$ cat src/rtl/dcache_cmp_pkg.sv
// Shared types and helpers for the dcache miss comparator: default widths,
// the comparison result record and a lowest-set-bit encoder.
package dcache_cmp_pkg;

  localparam int TAG_W_DEF   = 28;
  localparam int INDEX_W_DEF = 1;

  // Result ids are carried at a fixed maximum width and cast down at the ports.
  localparam int ID_MAX_W  = 6;
  localparam int VEC_MAX_W = 1 << ID_MAX_W;

  typedef struct packed {
    logic                hit;
    logic [ID_MAX_W-1:0] way;
    logic                mshrHit;
    logic [ID_MAX_W-1:0] mshrId;
    logic                refillHit;
  } cmp_result_t;

  // Index of the lowest set bit; 0 for an all-zero vector.
  function automatic logic [ID_MAX_W-1:0] lowest_set(input logic [VEC_MAX_W-1:0] vec);
    lowest_set = '0;
    for (int i = VEC_MAX_W - 1; i >= 0; i--) begin
      if (vec[i]) lowest_set = ID_MAX_W'(i);
    end
  endfunction

endpackage

$ cat src/rtl/dcache_onehot_pick.sv
// Reduces a match vector to any-match, lowest matching id and a multi-match flag.
module dcache_onehot_pick
  import dcache_cmp_pkg::*;
#(
  parameter int N    = 4,
  parameter int ID_W = 2
) (
  input  logic [N-1:0]    match,
  output logic            any,
  output logic [ID_W-1:0] id,
  output logic            multi
);

  logic [VEC_MAX_W-1:0] match_ext;

  // NOTE: always_comb assigns a default before any partial write so no latch is inferred.
  always_comb begin
    match_ext        = '0;
    match_ext[N-1:0] = match;
  end

  assign any   = |match;
  assign id    = ID_W'(lowest_set(match_ext));
  // Clearing the lowest set bit leaves something only if two or more were set.
  assign multi = |(match & (match - 1'b1));

endmodule

$ cat src/rtl/dcache_miss_comparator_pipe.sv
// Two-stage tag comparator: way hit, MSHR hit and refill-buffer hit with a sticky
// multi-hit flag. Optional perf counters are enabled by DCACHE_MISS_CMP_PERF_EN.
module dcache_miss_comparator_pipe
  import dcache_cmp_pkg::*;
#(
  parameter int TAG_W   = TAG_W_DEF,
  parameter int INDEX_W = INDEX_W_DEF,
  parameter int NWAYS   = 4,
  parameter int NMSHR   = 2,
  parameter int WAY_W   = (NWAYS > 1) ? $clog2(NWAYS) : 1,
  parameter int MSHR_W  = (NMSHR > 1) ? $clog2(NMSHR) : 1
) (
  input  logic                     clock,
  input  logic                     reset,
  input  logic                     io_req_valid,
  output logic                     io_req_ready,
  input  logic [TAG_W-1:0]         io_req_tag,
  input  logic [INDEX_W-1:0]       io_req_index,
  input  logic [NWAYS*TAG_W-1:0]   io_req_wayTag,
  input  logic [NWAYS-1:0]         io_req_wayValid,
  input  logic [NMSHR-1:0]         io_mshr_valid,
  input  logic [NMSHR*TAG_W-1:0]   io_mshr_tag,
  input  logic [NMSHR*INDEX_W-1:0] io_mshr_index,
  input  logic [NMSHR-1:0]         io_mshr_refillDone,
  output logic                     io_resp_valid,
  input  logic                     io_resp_ready,
  output logic                     io_resp_hit,
  output logic [WAY_W-1:0]         io_resp_way,
  output logic                     io_resp_mshrHit,
  output logic [MSHR_W-1:0]        io_resp_mshrId,
  output logic                     io_resp_refillHit,
  output logic                     io_multiHit
`ifdef DCACHE_MISS_CMP_PERF_EN
  ,
  output logic [31:0]              io_perf_hitCnt,
  output logic [31:0]              io_perf_mshrCnt,
  output logic [31:0]              io_perf_missCnt
`endif
);

  logic                   s1_valid;
  logic [TAG_W-1:0]       s1_tag;
  logic [INDEX_W-1:0]     s1_index;
  logic [NWAYS*TAG_W-1:0] s1_way_tag;
  logic [NWAYS-1:0]       s1_way_valid;

  logic        s2_valid;
  cmp_result_t s2_res;
  cmp_result_t s1_res;
  logic        multi_hit;

  logic s2_adv;
  logic req_fire;

  logic [NWAYS-1:0]  way_match;
  logic [NMSHR-1:0]  mshr_match;
  logic              way_any, way_multi;
  logic              mshr_any, mshr_multi;
  logic [WAY_W-1:0]  way_id;
  logic [MSHR_W-1:0] mshr_id;

  assign s2_adv       = s1_valid && (!s2_valid || io_resp_ready);
  assign io_req_ready = !s1_valid || s2_adv;
  assign req_fire     = io_req_valid && io_req_ready;

  // Way tags come from the S1 copy; MSHR state is sampled live so a stalled
  // request sees allocations and frees that happen while it waits.
  always_comb begin
    way_match  = '0;
    mshr_match = '0;
    for (int i = 0; i < NWAYS; i++) begin
      way_match[i] = s1_way_valid[i] && (s1_way_tag[i*TAG_W +: TAG_W] == s1_tag);
    end
    for (int j = 0; j < NMSHR; j++) begin
      mshr_match[j] = io_mshr_valid[j]
                   && (io_mshr_tag[j*TAG_W +: TAG_W] == s1_tag)
                   && (io_mshr_index[j*INDEX_W +: INDEX_W] == s1_index);
    end
  end

  dcache_onehot_pick #(.N(NWAYS), .ID_W(WAY_W)) u_way_pick (
    .match (way_match),
    .any   (way_any),
    .id    (way_id),
    .multi (way_multi)
  );

  dcache_onehot_pick #(.N(NMSHR), .ID_W(MSHR_W)) u_mshr_pick (
    .match (mshr_match),
    .any   (mshr_any),
    .id    (mshr_id),
    .multi (mshr_multi)
  );

  always_comb begin
    s1_res           = '0;
    s1_res.hit       = way_any;
    s1_res.way       = ID_MAX_W'(way_id);
    s1_res.mshrHit   = mshr_any;
    s1_res.mshrId    = ID_MAX_W'(mshr_id);
    s1_res.refillHit = mshr_any && io_mshr_refillDone[mshr_id];
  end

  // NOTE: sequential state uses non-blocking assignments so every flop samples pre-edge values.
  always_ff @(posedge clock or posedge reset) begin
    if (reset) begin
      s1_valid     <= 1'b0;
      s1_tag       <= '0;
      s1_index     <= '0;
      s1_way_tag   <= '0;
      s1_way_valid <= '0;
    end else if (req_fire) begin
      s1_valid     <= 1'b1;
      s1_tag       <= io_req_tag;
      s1_index     <= io_req_index;
      s1_way_tag   <= io_req_wayTag;
      s1_way_valid <= io_req_wayValid;
    end else if (s2_adv) begin
      s1_valid <= 1'b0;
    end
  end

  // The result register only loads on advance, so it stays stable under backpressure.
  always_ff @(posedge clock or posedge reset) begin
    if (reset) begin
      s2_valid  <= 1'b0;
      s2_res    <= '0;
      multi_hit <= 1'b0;
    end else if (s2_adv) begin
      s2_valid  <= 1'b1;
      s2_res    <= s1_res;
      multi_hit <= multi_hit | way_multi | mshr_multi;
    end else if (io_resp_ready) begin
      s2_valid <= 1'b0;
    end
  end

  assign io_resp_valid     = s2_valid;
  assign io_resp_hit       = s2_res.hit;
  assign io_resp_way       = WAY_W'(s2_res.way);
  assign io_resp_mshrHit   = s2_res.mshrHit;
  assign io_resp_mshrId    = MSHR_W'(s2_res.mshrId);
  assign io_resp_refillHit = s2_res.refillHit;
  assign io_multiHit       = multi_hit;

`ifdef DCACHE_MISS_CMP_PERF_EN
  logic resp_fire;
  assign resp_fire = s2_valid && io_resp_ready;

  // Responses are classified with way hit taking precedence over MSHR hit.
  always_ff @(posedge clock or posedge reset) begin
    if (reset) begin
      io_perf_hitCnt  <= '0;
      io_perf_mshrCnt <= '0;
      io_perf_missCnt <= '0;
    end else if (resp_fire) begin
      if (s2_res.hit) begin
        if (io_perf_hitCnt != '1) io_perf_hitCnt <= io_perf_hitCnt + 32'd1;
      end else if (s2_res.mshrHit) begin
        if (io_perf_mshrCnt != '1) io_perf_mshrCnt <= io_perf_mshrCnt + 32'd1;
      end else begin
        if (io_perf_missCnt != '1) io_perf_missCnt <= io_perf_missCnt + 32'd1;
      end
    end
  end
`endif

endmodule
$ cat config.mk
export PLATFORM = sky130hd
export DESIGN_NAME = dcache_miss_comparator_pipe
export DESIGN_NICKNAME = d
export VERILOG_FILES = /design/src/rtl/dcache_cmp_pkg.sv /design/src/rtl/dcache_onehot_pick.sv /design/src/rtl/dcache_miss_comparator_pipe.sv
export SDC_FILE = /design/constraint.sdc
export NUM_CORES = 1
export LEC_CHECK = 0
export CORE_MARGIN = 4
export CORE_UTILIZATION = 45
export CTS_BUF_LIST = sky130_fd_sc_hd__clkbuf_2
export DETAILED_ROUTE_END_ITERATION = 16
export GPL_TIMING_DRIVEN = 0
export PLACE_DENSITY = 0.78
export SLEW_MARGIN = 40
export SYNTH_ARGS = -nofsm -noshare
export SYNTH_HDL_FRONTEND = slang
export SYNTH_SLANG_ARGS = --single-unit
export TNS_END_PERCENT = 50
$ cat constraint.sdc
create_clock -name clock -period 7.5 [get_ports clock]
set_clock_uncertainty 0.2 [all_clocks]
set_input_delay 1.5 -clock clock [delete_from_list [all_inputs] [get_ports clock]]
set_output_delay 1.5 -clock clock [all_outputs]
set_load 0.1 [all_outputs]
* Word-level counts from Yosys, hierarchy flattened
Index checks and enable logic that the tools add are counted.
** Cells by class
- Bitwise operators :: 4
- Muxes and demuxes :: 12
- Reductions and logical operators :: 21
- $lt $le $gt $ge :: 1
- $add $sub $neg :: 2
- Eq/ne operators :: 8
** Operators with widths (count)
- 28-bit == test :: 6
- 1-bit logical AND :: 11
- 1-bit two-way mux :: 8
- 2-bit two-way mux :: 4
- 4-bit OR reduction :: 2
- 4-bit AND :: 1
- 2-bit nonzero test :: 2
- 2-bit OR reduction :: 2
- 4-bit by 1-bit subtractor with 4-bit output (second input constant) :: 1
- 2-bit AND :: 1
- 1-bit == test :: 2
- 1-bit logical NOT :: 2
- 1-bit logical OR :: 2
- 1-bit by 2-bit < comparator with 1-bit output (second input constant) :: 1
- 1-bit bitwise OR :: 2
- 2-bit by 1-bit subtractor with 2-bit output (second input constant) :: 1
** Storage, ports and cells
- Register bits :: 154
- Output and inout bits :: 9
- Input bits :: 211

* Depth between registers and ports, before layout
- Word-level depth :: 8
- Mapped depth :: 8
- Gate-level depth less buffers :: 7

* By module
From an unflattened synthesis, not the netlist that was laid out.
** Unflattened totals
- Cells, all modules :: 602
- Area, all modules :: 7948.9 um^2
** By module, submodules not included
- dcache_miss_comparator_pipe :: cells each 589, area each 7878.8 um^2, seq. area each 3853.7 um^2, instances 1
- dcache_onehot_pick at u_way_pick :: cells each 10, area each 47.5 um^2, seq. area each 0.0 um^2, instances 1
- dcache_onehot_pick at u_mshr_pick :: cells each 3, area each 22.5 um^2, seq. area each 0.0 um^2, instances 1

* Worst setup path after synthesis
Ideal clock, no wire load.
- Path type :: in2reg
- From :: in io_resp_ready
- To :: reg s1_way_tag[10]
- Setup time :: 125 ps
- Stages :: 5
- Arrival :: 3809 ps
- Setup slack :: 3366 ps
- Path through :: nand3b_1 -> nand2_1 -> clkbuf_1 -> buf_2 -> mux2_2
** On the way
- Cells in the longest elaborated chain, start to end :: 4
** Ends and longest elaborated chain
- from (decl) :: RTL line dcache_miss_comparator_pipe.sv:26 : input logic io_resp_ready,
- 1-bit logical OR :: RTL line dcache_miss_comparator_pipe.sv:62 : assign s2_adv = s1_valid && (!s2_valid || io_resp_ready);
- 1-bit logical AND :: RTL line dcache_miss_comparator_pipe.sv:62
- 1-bit logical OR :: RTL line dcache_miss_comparator_pipe.sv:63 : assign io_req_ready = !s1_valid || s2_adv;
- 1-bit logical AND :: RTL line dcache_miss_comparator_pipe.sv:64 : assign req_fire = io_req_valid && io_req_ready;
- to (signal assigned) :: RTL line dcache_miss_comparator_pipe.sv:116 : s1_way_tag <= io_req_wayTag;
- to (decl) :: RTL line dcache_miss_comparator_pipe.sv:44 : logic [NWAYS*TAG_W-1:0] s1_way_tag;
Every way passes these cells.
A chain may end at the register's enable or synchronous reset.

* Worst setup path in the final report
- From :: in io_resp_ready
- To :: out io_req_ready
** On the way
- Cells in the longest elaborated chain, start to end :: 3
** Ends and longest elaborated chain
- 1-bit logical OR :: RTL line dcache_miss_comparator_pipe.sv:62
- 1-bit logical AND :: RTL line dcache_miss_comparator_pipe.sv:62
- 1-bit logical OR :: RTL line dcache_miss_comparator_pipe.sv:63
- to (decl) :: RTL line dcache_miss_comparator_pipe.sv:16 : output logic io_req_ready,
Every way passes these cells.

==> impl_metrics.ini <==
[clock_tree]
post_cts_resized = 0
cts_setup_buffers = 0
hold_buffers = 0
cts_max_level = 4
numCtsBuffers = 17
clockRootBuffer = clkbuf_2
clk_pin_slew_ps = 200
cts_num_sinks = 154
insertion_delay_ps = 700
cts_buffer_depth = 2
cts_tree = done

[layout]
layout_common_cells = 210 x clkdlybuf4s50_1, 154 x dfrtp_1, 145 x mux2_2
drive_above_1_share_pct = 25.3
syn_to_final_growth_pct = 34.3
final_common_cell = clkdlybuf4s50_1
final_nets = 1060
stdcell_count = 1083
final_cell_area_um2 = 10500

[grt]
grt_pass1_vias = 6244
grt_max_degree = 79
grt-ovfl-total = 0
grtUsageTotal_pct = 24.6
grt_antenna_before_repair = 0
grt_pass1_wl_um = 35900

[synth]
ys_ff_latch = 154
yosysSeqAreaShare_pct = 49.3
syn_inst = 610
synth.net_count = 821
synth_area_um2 = 7810
syn_avg_cell_area_um2 = 12.8
yosys_warnings = 0
ys_types = 29

[timing]
worst_hold_slack_ps = 293
min_period_ps = 4280
worstMarginPinSlew_ps = 818
tns_ps = 0
rsz0062_at_grt = false
slew_headroom_pct = 45.5
clock.fmax_ghz = 0.233
setup_viol = 0
slew_viol_final = 0
hold_viol_final = 0
finalCritPeriodShare_pct = 57.1

[setup_path]
start_kind = input pin
critPathKind = input pin to output pin
r2r_setup_slack_ps = 4330
arrival_ps = 2580
cp.required_ps = 5800
endpoint = io_req_ready
crit_start = io_resp_ready
timing.rr.start = s1_tag[25]
critPathMaxFanout = 3
r2r_cells = 8
endpoint_kind = output pin
timing.rr.end = io_resp_refillHit

[detailed_routing]
ant_nets = 0
highest_layer = met4
wl_met3_um = 1700
route.met2.wl_um = 11500
wl_per_cell_um = 22.2
routed_wl_um = 24000
drc = 0
avgViaCountPerCell = 5.19
via_count = 5620
drt_first_iter_violations = 325
firstDrtPassIters = 4
drt-met1-wl_um = 10200

[floorplan]
die_area_um2 = 19500
rows = 47
start_util_pct = 46.5
ios = 220
dieHeight_um = 140
core_area_um2 = 16800
die_w_um = 140

[placed_design]
dp_cells = 1050
gp_congestion = 0.931
hpwl_um = 18000
place_area_um2 = 10300
port-buffer-count = 219

[power_and_ir_drop]
power.total_mw = 2.13
cellLeakagePower_nw = 4.21
irDropWorstVdd_mv = 0.113
powerDensity_nw_per_um2 = 203

[worst_hold_path]
holdCritPathClass = flop to flop

[run]
drv_cap = 0

[run_status]
status = finished, final reports clean
## report_power, final
group          switching [mW]  internal (mW)  leakage, nW  total, mW
registers              0.0711          0.945         1.81       1.02
clock network           0.295          0.148        0.124      0.443
logic                   0.307          0.363         2.28      0.670
total                   0.673           1.46         4.21       2.13
## per-layer routing
metal  track usage (%)  vias to the layer above
met5                 0                        -
met3              6.14                       44
met2              40.4                      229
li1                  -                     2569
met1              31.8                     2778
met4              8.92                        0
## final cells by class
cell class              count  area [µm²]
repair buffers            220        2170
clock inverters            14         131
inverters                   2        15.0
plain buffers              43         243
multi-input cells         411        3710
clock buffers              18        90.1
well taps                 220         275
fillers                  1330        6320
flip-flops and latches    154        3850
diodes                      1        2.50
## worst min-delay path by stage
| stage | from | end | slack [ps] | depth (start not counted) |
|---|---|---|---|---|
| after floorplan | s1_valid | io_resp_valid | 260 | 1 |
| after global placement | io_resp_mshrHit | io_resp_mshrHit | 250 | 2 |
| after detailed placement | io_resp_mshrHit | io_resp_mshrHit | 250 | 2 |
| after CTS | io_resp_mshrHit | io_resp_mshrHit | 290 | 2 |
| after global routing | io_resp_hit | io_resp_hit | 340 | 2 |
| final | io_resp_mshrHit | io_resp_mshrHit | 290 | 2 |
## cell usage after synthesis, drive strengths merged
cell / instances / share of area [%]
nor2: 1 / 0.048
o31ai: 1 / 0.096
xor2: 73 / 8.2
a31o: 1 / 0.11
buf: 28 / 2.4
and2: 1 / 0.080
dfrtp: 154 / 49
mux2: 145 / 21
xnor2: 97 / 11
o21a: 1 / 0.096
nand3b: 2 / 0.19
nand4: 26 / 2.1
o21ai: 5 / 0.37
nor2b: 1 / 0.080
nand2: 20 / 0.96
nand3: 5 / 0.32
nor4: 25 / 2.2
or4: 1 / 0.14
a31oi: 1 / 0.080
inv: 2 / 0.096
clkbuf: 15 / 0.72
and3: 1 / 0.080
a21oi: 1 / 0.064
nand2b: 3 / 0.24
## state kept, by name, indices dropped and copies added, names as in the netlist
name,count
s1_way_valid,4
s1_valid,1
io_resp_hit,1
io_resp_mshrHit,1
io_multiHit,1
io_resp_valid,1
s1_way_tag,112
s1_index,1
io_resp_refillHit,1
io_resp_way,2
io_resp_mshrId,1
s1_tag,28
## through the flow
step	setup slack, ps	util, %
3_5_place_dp	3230	61.1
3_3_place_gp	-299	61.1
4_1_cts	3220	62.4
6_report	3220	62.4
5_1_grt	3190	62.4
2_1_floorplan	1650	-
## kinds of logic (layout without fill, tap and decap cells)
group	after synthesis	count (layout)	share of synthesized area, %
multiplexers	145	145	20.9
AO/OA/AOI/OAI	10	10	0.817
AND/OR/NAND/NOR	86	86	6.42
XOR/XNOR	170	170	19.3
other	0	1	0
buffers and inverters	45	297	3.20
flip-flops	154	154	49.3
## critical path: stages
cell and delay [ps]:
clkdlybuf4s50_1 470, nand3b_1 160, buf_2 450
Power figures use the tool's default switching activity.
==> edit, RTL diff (config.mk and constraints unchanged) <==
Change the package constant `TAG_W_DEF` from 28 to 56.
--- a/src/rtl/dcache_cmp_pkg.sv
+++ b/src/rtl/dcache_cmp_pkg.sv
@@ -3,5 +3,5 @@
 package dcache_cmp_pkg;
 
-  localparam int TAG_W_DEF   = 28;
+  localparam int TAG_W_DEF   = 56;
   localparam int INDEX_W_DEF = 1;
 
Interface: changed (resized io_mshr_tag, io_req_tag and io_req_wayTag); port bits go from 220 to 416. No check against the original RTL was run, so the function may have changed too.
==> edit against the original RTL <==
- design area rose by 97%
- setup slack improved by 35 ps
- power rose by 110%
- sequential cell count rose by 140
- sequential share of layout area fell by 1.1 points
- synthesized area rose by 91%
- wire length rose to 2.5 times the old value
- synthesized cell count rose by 97%
- largest power group unchanged
- highest routed layer is now met5
==> edit: results (changes against the original RTL) <==
* Proportion of layout cells with a drive suffix above 1 at 27.86% (+2.6 points)
* TritonRoute pass-1 iters at 5 (+1)
* Clock-pin transition on the worst setup and hold timing paths at 100 ps (-100 ps)
* Hold Crit Start: io_multiHit
* Met1 wire length at 23290 um (+130%)
* Highest ir drop seen on vdd at 0.1117 mV (-0.82%)
* Global routing met2 resource utilization at 52.34% (+12 points)
* Arrival time at the worst endpoint at 2550 ps (-30 ps)
* Most numerous cell types in the synthesized netlist: sky130_fd_sc_hd__dfrtp_1 (294), sky130_fd_sc_hd__mux2_2 (285), sky130_fd_sc_hd__xnor2_1 (179), sky130_fd_sc_hd__xor2_1 (113), sky130_fd_sc_hd__clkbuf_1 (74)
* Pre-CTS WS at 2609 ps (-623.1 ps)
* Final net count at 2116 (+100%)
* Mean cell area of the mapped netlist at 12.45 sq um (-2.8%)
* Starting DRC count in detailed routing at 951 (+190%)
* Top Registers: s1_way_tag: 224 flops, s1_tag: 56 flops, s1_way_valid: 4 flops
* Per-cell via count in the routed design at 5.563 (+7.2%)
* Highest metal layer with signal wires: met5
* Post-DP HPWL at 45690 um (+150%)
* Met3 demand-to-capacity share in global routing at 9.651% (+3.5 points)
* All-layer global routing usage at 32.94% (+8.3 points)
* First-pass GRT wire length at 85110 um (+140%)
* Maximum count of clock buffers along a single path at 3 (+1)
* Number of library cell types mapped by synthesis at 45 (+55%)
* Filler cells at 2591 (+95%)
* Number of standard cells in the layout, taps in and fillers out at 2203 (+100%)
* Syn Nets at 1606 (+96%)
* Run status: completed
* Grt met1 use at 41.86% (+10 points)
-- edit: changes by cell type in the layout (fill, tap and decap cells not counted), sizes merged, moves of 7 or more --
cell / unedited run / this run
xnor2: 97 / 179
clkbuf: 33 / 189
nand4: 26 / 51
o22ai: 0 / 11
xor2: 73 / 113
dfrtp: 154 / 294
clkdlybuf4s50: 210 / 406
mux2: 145 / 285
a22o: 0 / 7
nor4: 25 / 41
inv: 2 / 44
-- edit: how the worst max path moves through the flow --
stage / start / endpoint
2_1_floorplan: reset / io_multiHit
3_3_place_gp: reset / s1_tag[44]
3_5_place_dp: io_mshr_tag[110] / io_resp_refillHit
4_1_cts: io_resp_ready / io_req_ready
5_1_grt: io_resp_ready / io_req_ready
6_report: io_resp_ready / io_req_ready
-- edit: layout make-up --
| type | count | area share (%) |
|---|---|---|
| antenna | 6 | 0.07262 |
| buffer | 86 | 1.931 |
| clock buffer | 113 | 2.735 |
| clock inverter | 14 | 0.4720 |
| inverter | 43 | 0.7988 |
| multi-input combinational | 776 | 34.17 |
| sequential | 294 | 35.58 |
| tap | 442 | 2.675 |
| timing repair buffer | 429 | 21.56 |
-- edit: kinds of logic (layout without fill, tap and decap cells) --
logic type	Yosys count	in the layout	synth area share [%]
compound gates	59	59	2.960
xor+xnor	292	292	17.14
fa+ha+maj	1	1	0.06708
buf+inv	129	685	3.354
flops	294	294	49.30
mux	285	285	21.51
other cells	0	6	0
simple gates	139	139	5.676
-- edit: power groups by stage --
stage / Clock (mW) / Sequential (mW) / Combinational, mW
finish: 1.10 / 1.96 / 1.43
CTS: 1.13 / 1.95 / 1.41
global placement: 0 / 1.97 / 1.36
global route: 1.21 / 1.98 / 1.50
floorplan: 0 / 1.95 / 0.797
detailed placement: 0 / 1.98 / 1.41
